## src/rtl/reg_file_sb.sv

```systemverilog
// -----------------------------------------------------------------------------
// reg_file_sb
//
// Parametrised two-read / one-write register file with a per-register busy
// scoreboard for a pipelined core. Decode reads operands and reserves its
// destination register. Writeback writes the result and releases the
// reservation. Register 0 is hardwired to zero and is never busy.
//
// Optional build macro:
//   REG_FILE_BYPASS_EN - when defined, a read of the register being written
//                        this cycle returns wr_data and reads as not busy
//                        (write-through forwarding). When undefined, reads
//                        show the pre-edge contents and scoreboard.
//
// Parameters:
//   DATA_W    register data width
//   ADDR_W    register index width, NREG = 2**ADDR_W
//   RESET_VAL reset value of registers 1..NREG-1 (truncated to DATA_W)
//
// Ports:
//   clk                  rising-edge clock
//   rst_n                asynchronous active-low reset
//   rd_addr_1/2          read indices
//   rd_data_1/2          read data (combinational)
//   rd_busy_1/2          selected register is reserved, value stale
//   wr_en/wr_addr/wr_data  writeback port, clears busy on write
//   rsv_en/rsv_addr      reserve request from decode
//   rsv_ok               reservation accepted this cycle (combinational)
//   busy_vec             current scoreboard, bit i = register i busy
// -----------------------------------------------------------------------------
module reg_file_sb #(
  parameter int unsigned DATA_W    = 8,
  parameter int unsigned ADDR_W    = 3,
  parameter int unsigned RESET_VAL = 0
) (
  input  logic                   clk,
  input  logic                   rst_n,
  input  logic [ADDR_W-1:0]      rd_addr_1,
  input  logic [ADDR_W-1:0]      rd_addr_2,
  output logic [DATA_W-1:0]      rd_data_1,
  output logic [DATA_W-1:0]      rd_data_2,
  output logic                   rd_busy_1,
  output logic                   rd_busy_2,
  input  logic                   wr_en,
  input  logic [ADDR_W-1:0]      wr_addr,
  input  logic [DATA_W-1:0]      wr_data,
  input  logic                   rsv_en,
  input  logic [ADDR_W-1:0]      rsv_addr,
  output logic                   rsv_ok,
  output logic [(2**ADDR_W)-1:0] busy_vec
);

  localparam int unsigned NREG = 2**ADDR_W;
  localparam logic [DATA_W-1:0] RESET_DATA = DATA_W'(RESET_VAL);

  logic [DATA_W-1:0] r_regs [NREG];
  logic [NREG-1:0]   r_busy;

  logic              w_wr_valid;
  logic              w_wr_hit_rsv;
  logic              w_rsv_ok;
  logic              w_rsv_set;
  logic [NREG-1:0]   w_busy_nxt;
  logic [DATA_W-1:0] w_rd_data_1;
  logic [DATA_W-1:0] w_rd_data_2;
  logic              w_rd_busy_1;
  logic              w_rd_busy_2;

  // Qualify write and reservation requests. While in reset nothing is accepted.
  always_comb begin
    w_wr_valid   = rst_n & wr_en & (wr_addr != {ADDR_W{1'b0}});
    // A write landing on the requested register frees it for a new producer.
    w_wr_hit_rsv = w_wr_valid & (wr_addr == rsv_addr);
    w_rsv_ok     = rst_n & rsv_en & (~r_busy[rsv_addr] | w_wr_hit_rsv);
    // Reserving r0 is accepted but never marks anything.
    w_rsv_set    = w_rsv_ok & (rsv_addr != {ADDR_W{1'b0}});
  end

  // Next scoreboard. The writeback clear is applied first, so a reserve of
  // the same index in the same cycle wins and leaves the register busy.
  always_comb begin
    w_busy_nxt = r_busy;
    if (w_wr_valid) begin
      w_busy_nxt[wr_addr] = 1'b0;
    end else begin
      w_busy_nxt = r_busy;
    end
    if (w_rsv_set) begin
      w_busy_nxt[rsv_addr] = 1'b1;
    end else begin
      w_busy_nxt[0] = 1'b0;
    end
    w_busy_nxt[0] = 1'b0;
  end

  // Scoreboard register.
  always_ff @(posedge clk or negedge rst_n) begin
    if (!rst_n) begin
      r_busy <= '0;
    end else begin
      r_busy <= w_busy_nxt;
    end
  end

  // Register array. Entry 0 is loaded with zero at reset and never written.
  always_ff @(posedge clk or negedge rst_n) begin
    if (!rst_n) begin
      r_regs[0] <= '0;
      for (int i = 1; i < NREG; i++) begin
        r_regs[i] <= RESET_DATA;
      end
    end else begin
      if (w_wr_valid) begin
        r_regs[wr_addr] <= wr_data;
      end
    end
  end

  // Read ports, with optional write-through forwarding.
  always_comb begin
`ifdef REG_FILE_BYPASS_EN
    if (w_wr_valid && (rd_addr_1 == wr_addr)) begin
      w_rd_data_1 = wr_data;
      w_rd_busy_1 = 1'b0;
    end else begin
      w_rd_data_1 = r_regs[rd_addr_1];
      w_rd_busy_1 = r_busy[rd_addr_1];
    end
    if (w_wr_valid && (rd_addr_2 == wr_addr)) begin
      w_rd_data_2 = wr_data;
      w_rd_busy_2 = 1'b0;
    end else begin
      w_rd_data_2 = r_regs[rd_addr_2];
      w_rd_busy_2 = r_busy[rd_addr_2];
    end
`else
    w_rd_data_1 = r_regs[rd_addr_1];
    w_rd_busy_1 = r_busy[rd_addr_1];
    w_rd_data_2 = r_regs[rd_addr_2];
    w_rd_busy_2 = r_busy[rd_addr_2];
`endif
  end

  assign rd_data_1 = w_rd_data_1;
  assign rd_data_2 = w_rd_data_2;
  assign rd_busy_1 = w_rd_busy_1;
  assign rd_busy_2 = w_rd_busy_2;
  assign rsv_ok    = w_rsv_ok;
  assign busy_vec  = r_busy;

endmodule

```

## config.mk

```make
export PLATFORM = sky130hd
export DESIGN_NAME = reg_file_sb
export DESIGN_NICKNAME = d
export VERILOG_FILES = /design/src/rtl/reg_file_sb.sv
export SDC_FILE = /design/constraint.sdc
export NUM_CORES = 1
export LEC_CHECK = 0
export BUFFER_PORTS_ARGS = -buffer_cell sky130_fd_sc_hd__buf_4
export CORE_MARGIN = 2
export CORE_UTILIZATION = 50
export DETAILED_ROUTE_END_ITERATION = 8
export PLACE_DENSITY = 0.7
export SYNTH_ARGS = -nofsm -noshare
export SYNTH_HDL_FRONTEND = slang
export SYNTH_SLANG_ARGS = --single-unit
```

## constraint.sdc

```tcl
create_clock -name clk -period 1.66 [get_ports clk]
set_input_delay 0.083 -clock clk [delete_from_list [all_inputs] [get_ports clk]]
set_output_delay 0.083 -clock clk [all_outputs]
set_load 0.005 [all_outputs]
```

---- Yosys cells after proc, flatten, opt, wreduce, memory -nomap -nowiden ----
Index checks and enable logic that the tools add are counted.
cells by class
  reductions and logical operators ........ 5
  bitwise gates (word level) .............. 14
  magnitude comparators ................... 10
  mux-type cells .......................... 21
  equal/unequal tests ..................... 1
operators with widths
  operator                                                                              number
  64-bit bitwise mux                                                                    1
  8-bit binary-select mux with 3-bit select                                             2
  8-bit two-way mux                                                                     6
  8-bit demux with 3-bit select                                                         1
  3-bit by 4-bit < comparator with 1-bit output (second input constant)                 4
  4-bit greater-or-equal comparator (second input constant)                             3
  3-bit inverter with 4-bit output                                                      3
  1-bit binary-select mux with 3-bit select                                             3
  8-bit AND                                                                             1
  8-bit inverter                                                                        1
  8-bit bitwise OR                                                                      1
  7-bit two-way mux                                                                     1
  1-bit AND                                                                             6
  1-bit demux with 3-bit select                                                         2
  3-bit by 1-bit greater-or-equal comparator with 1-bit output (second input constant)  2
  3-bit nonzero test                                                                    2
  1-bit two-way mux                                                                     5
  4-bit by 1-bit < comparator with 1-bit output (second input constant)                 1
  3-bit equality test                                                                   1
  1-bit logical AND                                                                     3
  1-bit inverter                                                                        1
  1-bit bitwise OR                                                                      1
word-level totals
  output and inout bits ................... 27
  flip-flop bits (word level) ............. 71
  input bits .............................. 24
  logic and storage cells ................. 60

---- Logic depth before layout (Yosys ltp) ----
Gate-level depths: netlist of run 1.
  word-level depth ........................ 9
  mapped depth ............................ 6
  depth with buffers taken out ............ 4

---- Least setup slack after synthesis of run 1 ----
No wires, ideal clock.
  path kind ............................... register -> register
  start ................................... register r_busy[5], in the netlist busy_vec[5]
  end ..................................... register r_busy[1], in the netlist busy_vec[1]
  arrival time ............................ 1153 ps
  clock period less this slack ............ 1264 ps
  setup time .............................. 110 ps
  setup slack ............................. 396 ps
  stages on the path, launching flop included .. 5
  cell sequence ........................... dfrtp_1 > mux2i_1 > o221a_2 > a22oi_2 > o41ai_1
on the way
  cells in the longest elaborated chain, start to end .. 7
RTL lines
  element                                    RTL line  text
  start: declaration                         57        logic [NREG-1:0] r_busy;
  start signal: assignment                   101       r_busy <= w_busy_nxt;
  1-bit binary-select mux with 3-bit select  74        w_rsv_ok = rst_n & rsv_en & (~r_busy[rsv_addr] | w_wr_hit_rsv);
  1-bit two-way mux (implied by the code)    74
  1-bit inverter                             74
  1-bit bitwise OR                           74
  1-bit AND                                  74
  1-bit AND                                  76        w_rsv_set = w_rsv_ok & (rsv_addr != {ADDR_W{1'b0}});
  7-bit two-way mux                          88        if (w_rsv_set) begin
  named net w_busy_nxt[1]                    63        logic [NREG-1:0] w_busy_nxt;
The timed path passes the listed nets, and every way through them passes these cells. The select of a mux whose other input is x is not followed.
A chain may end at the register's enable or synchronous reset.

---- Worst setup path in the final report of run 1 ----
  start ................................... register r_regs[45] in the netlist's numbering
  end ..................................... output rd_data_1[5]
on the way
  cells in the longest elaborated chain, start to end .. 3
RTL lines
  element                                               RTL line  text
  start: declaration                                    56        logic [DATA_W-1:0] r_regs [NREG];
  start signal: indexed assignment                      114       r_regs[wr_addr] <= wr_data;
  8-bit binary-select mux with 3-bit select             137       w_rd_data_1 = r_regs[rd_addr_1];
  8-bit two-way mux (implied by the code) (2 in a row)  137
  end: declaration                                      40        output logic [DATA_W-1:0] rd_data_1,
No other way between the ends. The select of a mux whose other input is x is not followed.

==> impl_summary.txt, run 1 <==
----------------------------------------------------
[Critical path]
  Kind of capture point of the worst setup path ... primary output
  Startpoint of the lowest-slack register-to-register path ... busy_vec[4]
  Critical Path Start Type ... flop
  Worst-case reg-to-reg path depth ... 5
  Critical path peak fanout ... 3
  Crit Path Class ... flop to primary output
  Endpoint of the most critical register-to-register path ... busy_vec[1]
  CP required ... approximately 1600 ps
  Signal arrival time at the worst endpoint ... around 1700 ps
  Critical path launch point ... r_regs[45]
  Flop-to-flop setup slack ... around 150 ps

[CTS]
  Root Driver ... sky130_fd_sc_hd__clkbuf_8
  Clock latency of the later-clocked register in the worst-skew pair ... ~350 ps
  H-tree levels ... 3
  TritonCTS clock tree ... done
  TritonCTS Buffers ... 9
  Maximum count of clock buffers along a single path ... 2
  Clock edge transition at the registers on the reported setup and hold paths ... approximately 80 ps
  Count of clock tree sinks ... 71

[Logic synthesis]
  Synthesized instance count ... approximately 270
  Mean area per synthesized cell ... between 15 and 20 um2
  Ys Warns ... 0
  Number of distinct standard cells referenced by the synthesized netlist ... 40
  Dominant synthesized flop cell ... sky130_fd_sc_hd__dfrtp_1
  Async set or reset register ratio after synthesis ... 100%
  Cell area after technology mapping ... around 4000 um2
  Number of enable flip-flop cells after synthesis ... 0
  Post-synthesis register bit count ... between 70 and 80
  Post-synth net total ... around 290
  Sequential area share after synthesis ... 43.8%

[Global route]
  Vias in the first global route ... between 2000 and 3000
  GRT Total Usage ... 22.9%
  Largest net degree at the start of global routing ... 74
  Number of antenna violations at the first check in global routing ... 0
  Total overflow reported by the global router ... 0
  Wire length of the first global-routing pass ... between 10000 and 15000 um

[Outcome]
  Violated checks ... hold timing, setup timing
  Run status ... finished with violations

[Floorplan]
  Area enclosed by the die boundary ... 8850 um2
  Initial standard-cell utilization of the core ... about 52%
  Floorplan core area ... just under 8000 um2
  Chip height ... 94.1 um
  Number of top-level design ports ... between 50 and 60
  Site row count ... 32
  Die width ... 94.1 um

[Cells and area]
  Synth-to-Final Area Change ... 24.7%
  Final design instance area without fill ... 5060 um2
  Ant. Diodes ... 0
  Most frequent cells in the layout ... sky130_fd_sc_hd__dfrtp_1, sky130_fd_sc_hd__buf_4, sky130_fd_sc_hd__mux2_2, sky130_fd_sc_hd__mux4_2, sky130_fd_sc_hd__mux2_4
  Net count of the finished layout ... between 300 and 400
  Fraction of layout instances using a drive strength above 1 ... between 60% and 70%
  Filler Cells Inserted ... 580
  Area of the multi-input gates ... between 2000 and 2500 um2
  Sequential cell area ... approximately 1800 um2
  Most common library cell in the layout ignoring fill and taps ... sky130_fd_sc_hd__dfrtp_1

[Placement]
  Number of I/O port buffers ... a little under 50
  Area post-placement ... around 4500 um2
  DP Wirelength ... approximately 6200 um
  Weighted congestion reported at the end of routability-driven placement ... 0.808

[Timing]
  Post-route worst hold slack ... -193 ps
  Final hold viol count ... just over 70
  Worst setup margin ... -81.8 ps
  Final slew viol count ... 0
  Final setup violation count ... 16
  Largest clock skew in the final design ... ~7 ps
  Minimum period implied by the final worst setup slack ... between 1500 and 2000 ps
  Unrepaired setup endpoints after global routing ... true
  Final worst path period share ... 105%
  Fmax ... 574 MHz

[Routing]
  DRC Markers ... 0
  Total Routed Length ... between 9000 and 10000 um
  Antenna Violating Nets Remaining ... 0
  Number of vias per cell after detailed routing ... just under 6
  Length of the first detailed-routing pass in iterations ... 4
  Via count ... 2622
  DRC marker count from the first detailed-route iteration ... ~140
  Average wire per cell in the routed design ... around 21 um

[Worst hold path]
  Kind of path behind the tightest hold check ... primary input to async pin

[Power]
  Leakage power of the design ... 2.26 nW
  Max rail drop VDD ... 0.654 mV
  Power per unit of standard cell area ... between 1000 and 1500 nW/um2
  Overall power consumption ... 5.65 mW

[Flow run]
  Maximum Capacitance Violations ... 0

----------------------------------------------------
-- cell type report --
| class | count | area share, % |
|---|---|---|
| Multi-Input combinational cell | 173 | 43.4 |
| Sequential cell | 71 | 35.2 |
| Timing Repair Buffer | 86 | 14.7 |
| Clock buffer | 11 | 2.80 |
| Tap cell | 102 | 2.52 |
| Clock inverter | 5 | 1.26 |
| Inverter | 1 | 0.0742 |
-- cell usage after synthesis (2+ instances only) --
cell | number | area [um2]
sky130_fd_sc_hd__buf_6 | 6 | 67.6
sky130_fd_sc_hd__a211oi_1 | 2 | 15.0
sky130_fd_sc_hd__buf_2 | 7 | 35.0
sky130_fd_sc_hd__nand3b_1 | 3 | 22.5
sky130_fd_sc_hd__nand3_1 | 4 | 20.0
sky130_fd_sc_hd__clkbuf_1 | 10 | 37.5
sky130_fd_sc_hd__mux2_1 | 2 | 22.5
sky130_fd_sc_hd__o21ai_1 | 2 | 10.0
sky130_fd_sc_hd__nand2_1 | 7 | 26.3
sky130_fd_sc_hd__o31ai_1 | 2 | 15.0
sky130_fd_sc_hd__dfrtp_1 | 71 | 1780
sky130_fd_sc_hd__a21o_1 | 2 | 15.0
sky130_fd_sc_hd__nor2_1 | 3 | 11.3
sky130_fd_sc_hd__nor3_4 | 3 | 48.8
sky130_fd_sc_hd__mux2_2 | 54 | 608
sky130_fd_sc_hd__a21oi_1 | 3 | 15.0
sky130_fd_sc_hd__o21ai_0 | 3 | 15.0
sky130_fd_sc_hd__mux2_4 | 16 | 240
sky130_fd_sc_hd__nand4b_1 | 4 | 35.0
sky130_fd_sc_hd__nor2_2 | 4 | 25.0
sky130_fd_sc_hd__mux4_2 | 34 | 766
sky130_fd_sc_hd__mux2i_1 | 4 | 40.0
sky130_fd_sc_hd__nand2b_1 | 6 | 37.5
-- cell families (layout without fill, tap and decap cells) --
kind of cell,after synthesis,after routing,share of synthesized area [%]
AOI/OAI and AO/OA,20,20,3.64
buffers and inverters,25,103,3.73
DFF,71,71,43.8
xor gates and xnor gates,1,1,0.216
other,1,1,0.0925
and+or+nand+nor,41,41,7.16
muxes,110,110,41.3
-- state kept, by name, indices dropped and copies added, names as in the netlist --
register	flops
busy_vec	7
r_regs	64
-- stage by stage --
stage	utilization [%]	hold WS [ps]	setup TNS (ps)	cells	worst slack (ps)
after floorplan	-	-213	0	269	396
after global placement	58.1	212	0	410	191
after detailed placement	58.1	211	0	410	158
after CTS	63.2	-176	-952	435	-97.8
after global routing	64.8	-163	-1600	449	-127
final	64.8	-193	-627	449	-81.8
-- repair_timing --
action / in CTS / in global routing
setup endpoints to repair: 18 / 19
pin swaps: 2 / 3
cloned: 0 / 0
setup buffers: 7 / 13
hold buffers: 2 / 1
gates resized for setup: 34 / 6
hold endpoints to repair: 72 / 72
-- metal layers --
layer / global-route usage, % / routed length, um
met3: 5.86 / 386
met5: 0 / 0
met2: 36.0 / 4630
met4: 7.49 / 145
met1: 31.5 / 4250
-- power by group --
| part | switching, mW | total [mW] | internal [mW] |
|---|---|---|---|
| combinational | 0.567 | 1.81 | 1.24 |
| clock | 0.683 | 1.43 | 0.752 |
| sequential | 0.310 | 2.41 | 2.10 |
-- worst max-delay path: stages (launching register included) --
cell and delay, ps:
sky130_fd_sc_hd__dfrtp_1 410, sky130_fd_sc_hd__mux4_2 490, sky130_fd_sc_hd__mux2_4 300, sky130_fd_sc_hd__buf_6 120
-- how the worst max path moves through the flow --
stage / to
after detailed placement: rd_data_1[5]
after CTS: rd_data_1[5]
after floorplan: busy_vec[1]
final: rd_data_1[5]
after global placement: rd_data_2[5]
after global routing: rd_data_1[5]
(Power assumes the default switching activity.)
==> inputs of run 2 (changes only) <==
--- a/config.mk
+++ b/config.mk
@@ -9,6 +9,7 @@
 export CORE_MARGIN = 2
 export CORE_UTILIZATION = 50
 export DETAILED_ROUTE_END_ITERATION = 8
+export GPL_TIMING_DRIVEN = 0
 export PLACE_DENSITY = 0.7
 export SYNTH_ARGS = -nofsm -noshare
 export SYNTH_HDL_FRONTEND = slang
==> run 2 against run 1 <==
The run still ends with hold timing, setup timing left. Register-to-register slack got worse by 40 ps. First-iteration DRC count rose by 21%. Final cell count fell by 1.8%. Combinational power fell by 6%. Non-clock buffer count fell by 8. Total power fell by 1.8%. Worst setup slack improved by 5.5 ps. Critical path type unchanged. Largest cell class unchanged.
==> impl_summary.txt, run 2 (synthesis results as in run 1) <==
----------------------------------------------------
[Critical path]
  Endpoint of the most critical register-to-register path ... busy_vec[5]
  Worst-case reg-to-reg path depth ... 5 (unchanged)
  Critical Path Start Type ... flop
  Cell with the largest stage delay on the worst path ... sky130_fd_sc_hd__mux4_2
  Kind of capture point of the worst setup path ... primary output
  Critical-path cell list ... mux4_2, mux2_2, buf_4
  Critical path launch point ... r_regs[36]
  Crit Path Class ... flop to primary output
  Signal arrival time at the worst endpoint ... 1650 ps (about the same)
  Startpoint of the lowest-slack register-to-register path ... busy_vec[5]
  Max stage delay on crit path ... 490 ps (about the same)
  CP required ... 1580 ps (about the same)
  Critical path peak fanout ... 3 (unchanged)
  Flop-to-flop setup slack ... 110 ps (-40 ps)

[Cells and area]
  Most frequent cells in the layout ... sky130_fd_sc_hd__dfrtp_1, sky130_fd_sc_hd__mux2_2, sky130_fd_sc_hd__buf_4, sky130_fd_sc_hd__mux4_2, sky130_fd_sc_hd__mux2_4
  Net count of the finished layout ... 358 (-2.2%)
  Ant. Diodes ... 0 (unchanged)
  Register ranked first by flip-flop count ... r_regs
  Fraction of layout instances using a drive strength above 1 ... 59.6% (-4.1 points)
  Flip-flop count of the largest register after layout ... 64 (unchanged)
  Utilization after layout ... 63.1% (-1.7 points)
  Most common library cell in the layout ignoring fill and taps ... sky130_fd_sc_hd__dfrtp_1
  Final cell count without fillers ... 441 (-1.8%)
  Synth-to-Final Area Change ... 21.5%
  Final design instance area without fill ... 4930 um2 (-2.6%)

[Routing]
  Via count ... 2634 (+0.46%)
  Average wire per cell in the routed design ... 21.4 um (+1.9%)
  Length of the first detailed-routing pass in iterations ... 4 (unchanged)
  Antenna Violating Nets Remaining ... 0 (unchanged)
  DRC marker count from the first detailed-route iteration ... 166 (+21%)
  DRC Markers ... 0 (unchanged)
  Total Routed Length ... 9420 um (about the same)
  Number of vias per cell after detailed routing ... 5.97 (+2.3%)

[Timing]
  Largest clock skew in the final design ... 4.84 ps (-1.99 ps)
  Minimum period implied by the final worst setup slack ... 1740 ps (-5.46 ps)
  Headroom to the max-slew limit ... a little under three fifths
  Final hold viol count ... 71 (unchanged)
  Post-route worst hold slack ... -297 ps (-104 ps)
  Tightest Pin Transition ... roughly 650 ps
  Fmax ... 576 MHz (+0.31%)
  Unrepaired setup endpoints after global routing ... true
  Worst setup margin ... -76.3 ps (+5.46 ps)
  Final worst path period share ... 105% (-0.33 points)
  Final slew viol count ... 0 (unchanged)
  Final setup violation count ... 16 (unchanged)
  Summed negative setup slack over all endpoints ... -630 ps (-3.72 ps)

[Power]
  Net switching power of the design ... 1.46 mW (-6.2%)
  Internal Power ... 4.09 mW (about the same)
  Sw Ratio ... 26.4% (-1.2 points)
  Leakage power of the design ... 2.18 nW (-3.6%)
  Gate power share ... 30.5% (-1.5 points)
  Overall power consumption ... 5.55 mW (-1.8%)
  Power per unit of standard cell area ... 1130 nW/um2 (+0.83%)
  Clock Power Share ... 26.2% (+0.8 points)
  Sequential fraction of design power ... 43.2% (+0.6 points)
  Max rail drop VDD ... 0.750 mV (+15%)

[Global route]
  Vias in the first global route ... 2635 (-0.53%)
  Number of antenna violations at the first check in global routing ... 0 (unchanged)
  Largest net degree at the start of global routing ... 76 (+2.7%)
  GRT Total Usage ... 23.4% (+0.50 points)
  Wire length of the first global-routing pass ... 15000 um (+1.3%)
  Total overflow reported by the global router ... 0 (unchanged)

[Floorplan]
  Floorplan core area ... 7810 um2 (unchanged)
  Area enclosed by the die boundary ... 8850 um2 (unchanged)
  Site row count ... 32 (unchanged)
  Number of top-level design ports ... 51 (unchanged)
  Die width ... 94.1 um (unchanged)
  Initial standard-cell utilization of the core ... 51.9% (unchanged)
  Chip height ... 94.1 um (unchanged)

[Worst hold path]
  Kind of path behind the tightest hold check ... primary input to async pin

[Placement]
  Area post-placement ... 4500 um2 (-0.77%)
  Number of I/O port buffers ... 42 (-14%)
  Weighted congestion reported at the end of routability-driven placement ... 0.822 (+1.7%)
  DP Wirelength ... 6040 um (-2.8%)
  Dpl ws ... -656 ps (-814 ps)
  Placed insts ... 413 (+0.73%)

[CTS]
  Clock edge transition at the registers on the reported setup and hold paths ... 70 ps (about the same)
  Maximum count of clock buffers along a single path ... 2 (unchanged)
  Count of clock tree sinks ... 71 (unchanged)
  TritonCTS clock tree ... done
  Root Driver ... sky130_fd_sc_hd__clkbuf_8
  Clock latency of the later-clocked register in the worst-skew pair ... 340 ps (about the same)
  H-tree levels ... 3 (unchanged)
  TritonCTS Buffers ... 9 (unchanged)

[Outcome]
  Violated checks ... hold timing, setup timing
  Run status ... finished with violations

[Flow run]
  Maximum Capacitance Violations ... 0 (unchanged)

----------------------------------------------------
[run 2: cell count changes in the layout (fill, tap and decap cells not counted), sizes merged]
cell / before / now
buf: 83 / 67
bufinv: 1 / 2
clkbuf: 11 / 22
clkinv: 0 / 2
clkinvlp: 1 / 0
dlygate4sd3: 3 / 1
inv: 4 / 1
[run 2: final cells by class]
class                           instances  area (um2)
Buffer                                 24         150
Clock buffer                           12         135
Clock inverter                          4        70.1
Fill cell                             597        2880
Inverter                                1        3.75
Multi-Input combinational cell        173        2180
Sequential cell                        71        1780
Tap cell                              102         128
Timing Repair Buffer                   54         484
[run 2: worst max path at each step]
stage                   end  cells after the start
2_1_floorplan   busy_vec[1]                      4
3_3_place_gp     r_regs[48]                      4
3_5_place_dp     r_regs[50]                      4
4_1_cts        rd_data_1[1]                      3
5_1_grt        rd_data_1[7]                      3
6_report       rd_data_1[4]                      3
[run 2: power groups by stage]
| stage | Clock (mW) | Sequential, mW | Combinational, mW |
|---|---|---|---|
| floorplan | 0 | 2.32 | 1.00 |
| global placement | 0 | 2.39 | 1.45 |
| detailed placement | 0 | 2.42 | 1.48 |
| CTS | 1.50 | 2.38 | 1.62 |
| global route | 1.59 | 2.44 | 1.82 |
| finish | 1.46 | 2.40 | 1.70 |
[run 2: critical path, delay by kind of cell (launching register included)]
kind	cells	cell delay [ps]
buffers and inverters	1	140
DFF	1	400
muxes	2	780
[run 2: what timing repair did]
action | CTS | global route
pin swaps | 2 | 3
gates resized for setup | 28 | 8
setup endpoints to repair | 78 | 53
hold endpoints to repair | 71 | 72
setup buffers | 3 | 8
[run 2: per-layer routing]
| metal | track usage [%] | share of wire [%] | up-vias |
|---|---|---|---|
| li1 | - | - | 1162 |
| met1 | 33.4 | 44 | 1398 |
| met2 | 36.8 | 51 | 61 |
| met3 | 5.46 | 4.0 | 13 |
| met4 | 5.68 | 1.4 | 0 |
| met5 | 0 | 0 | - |
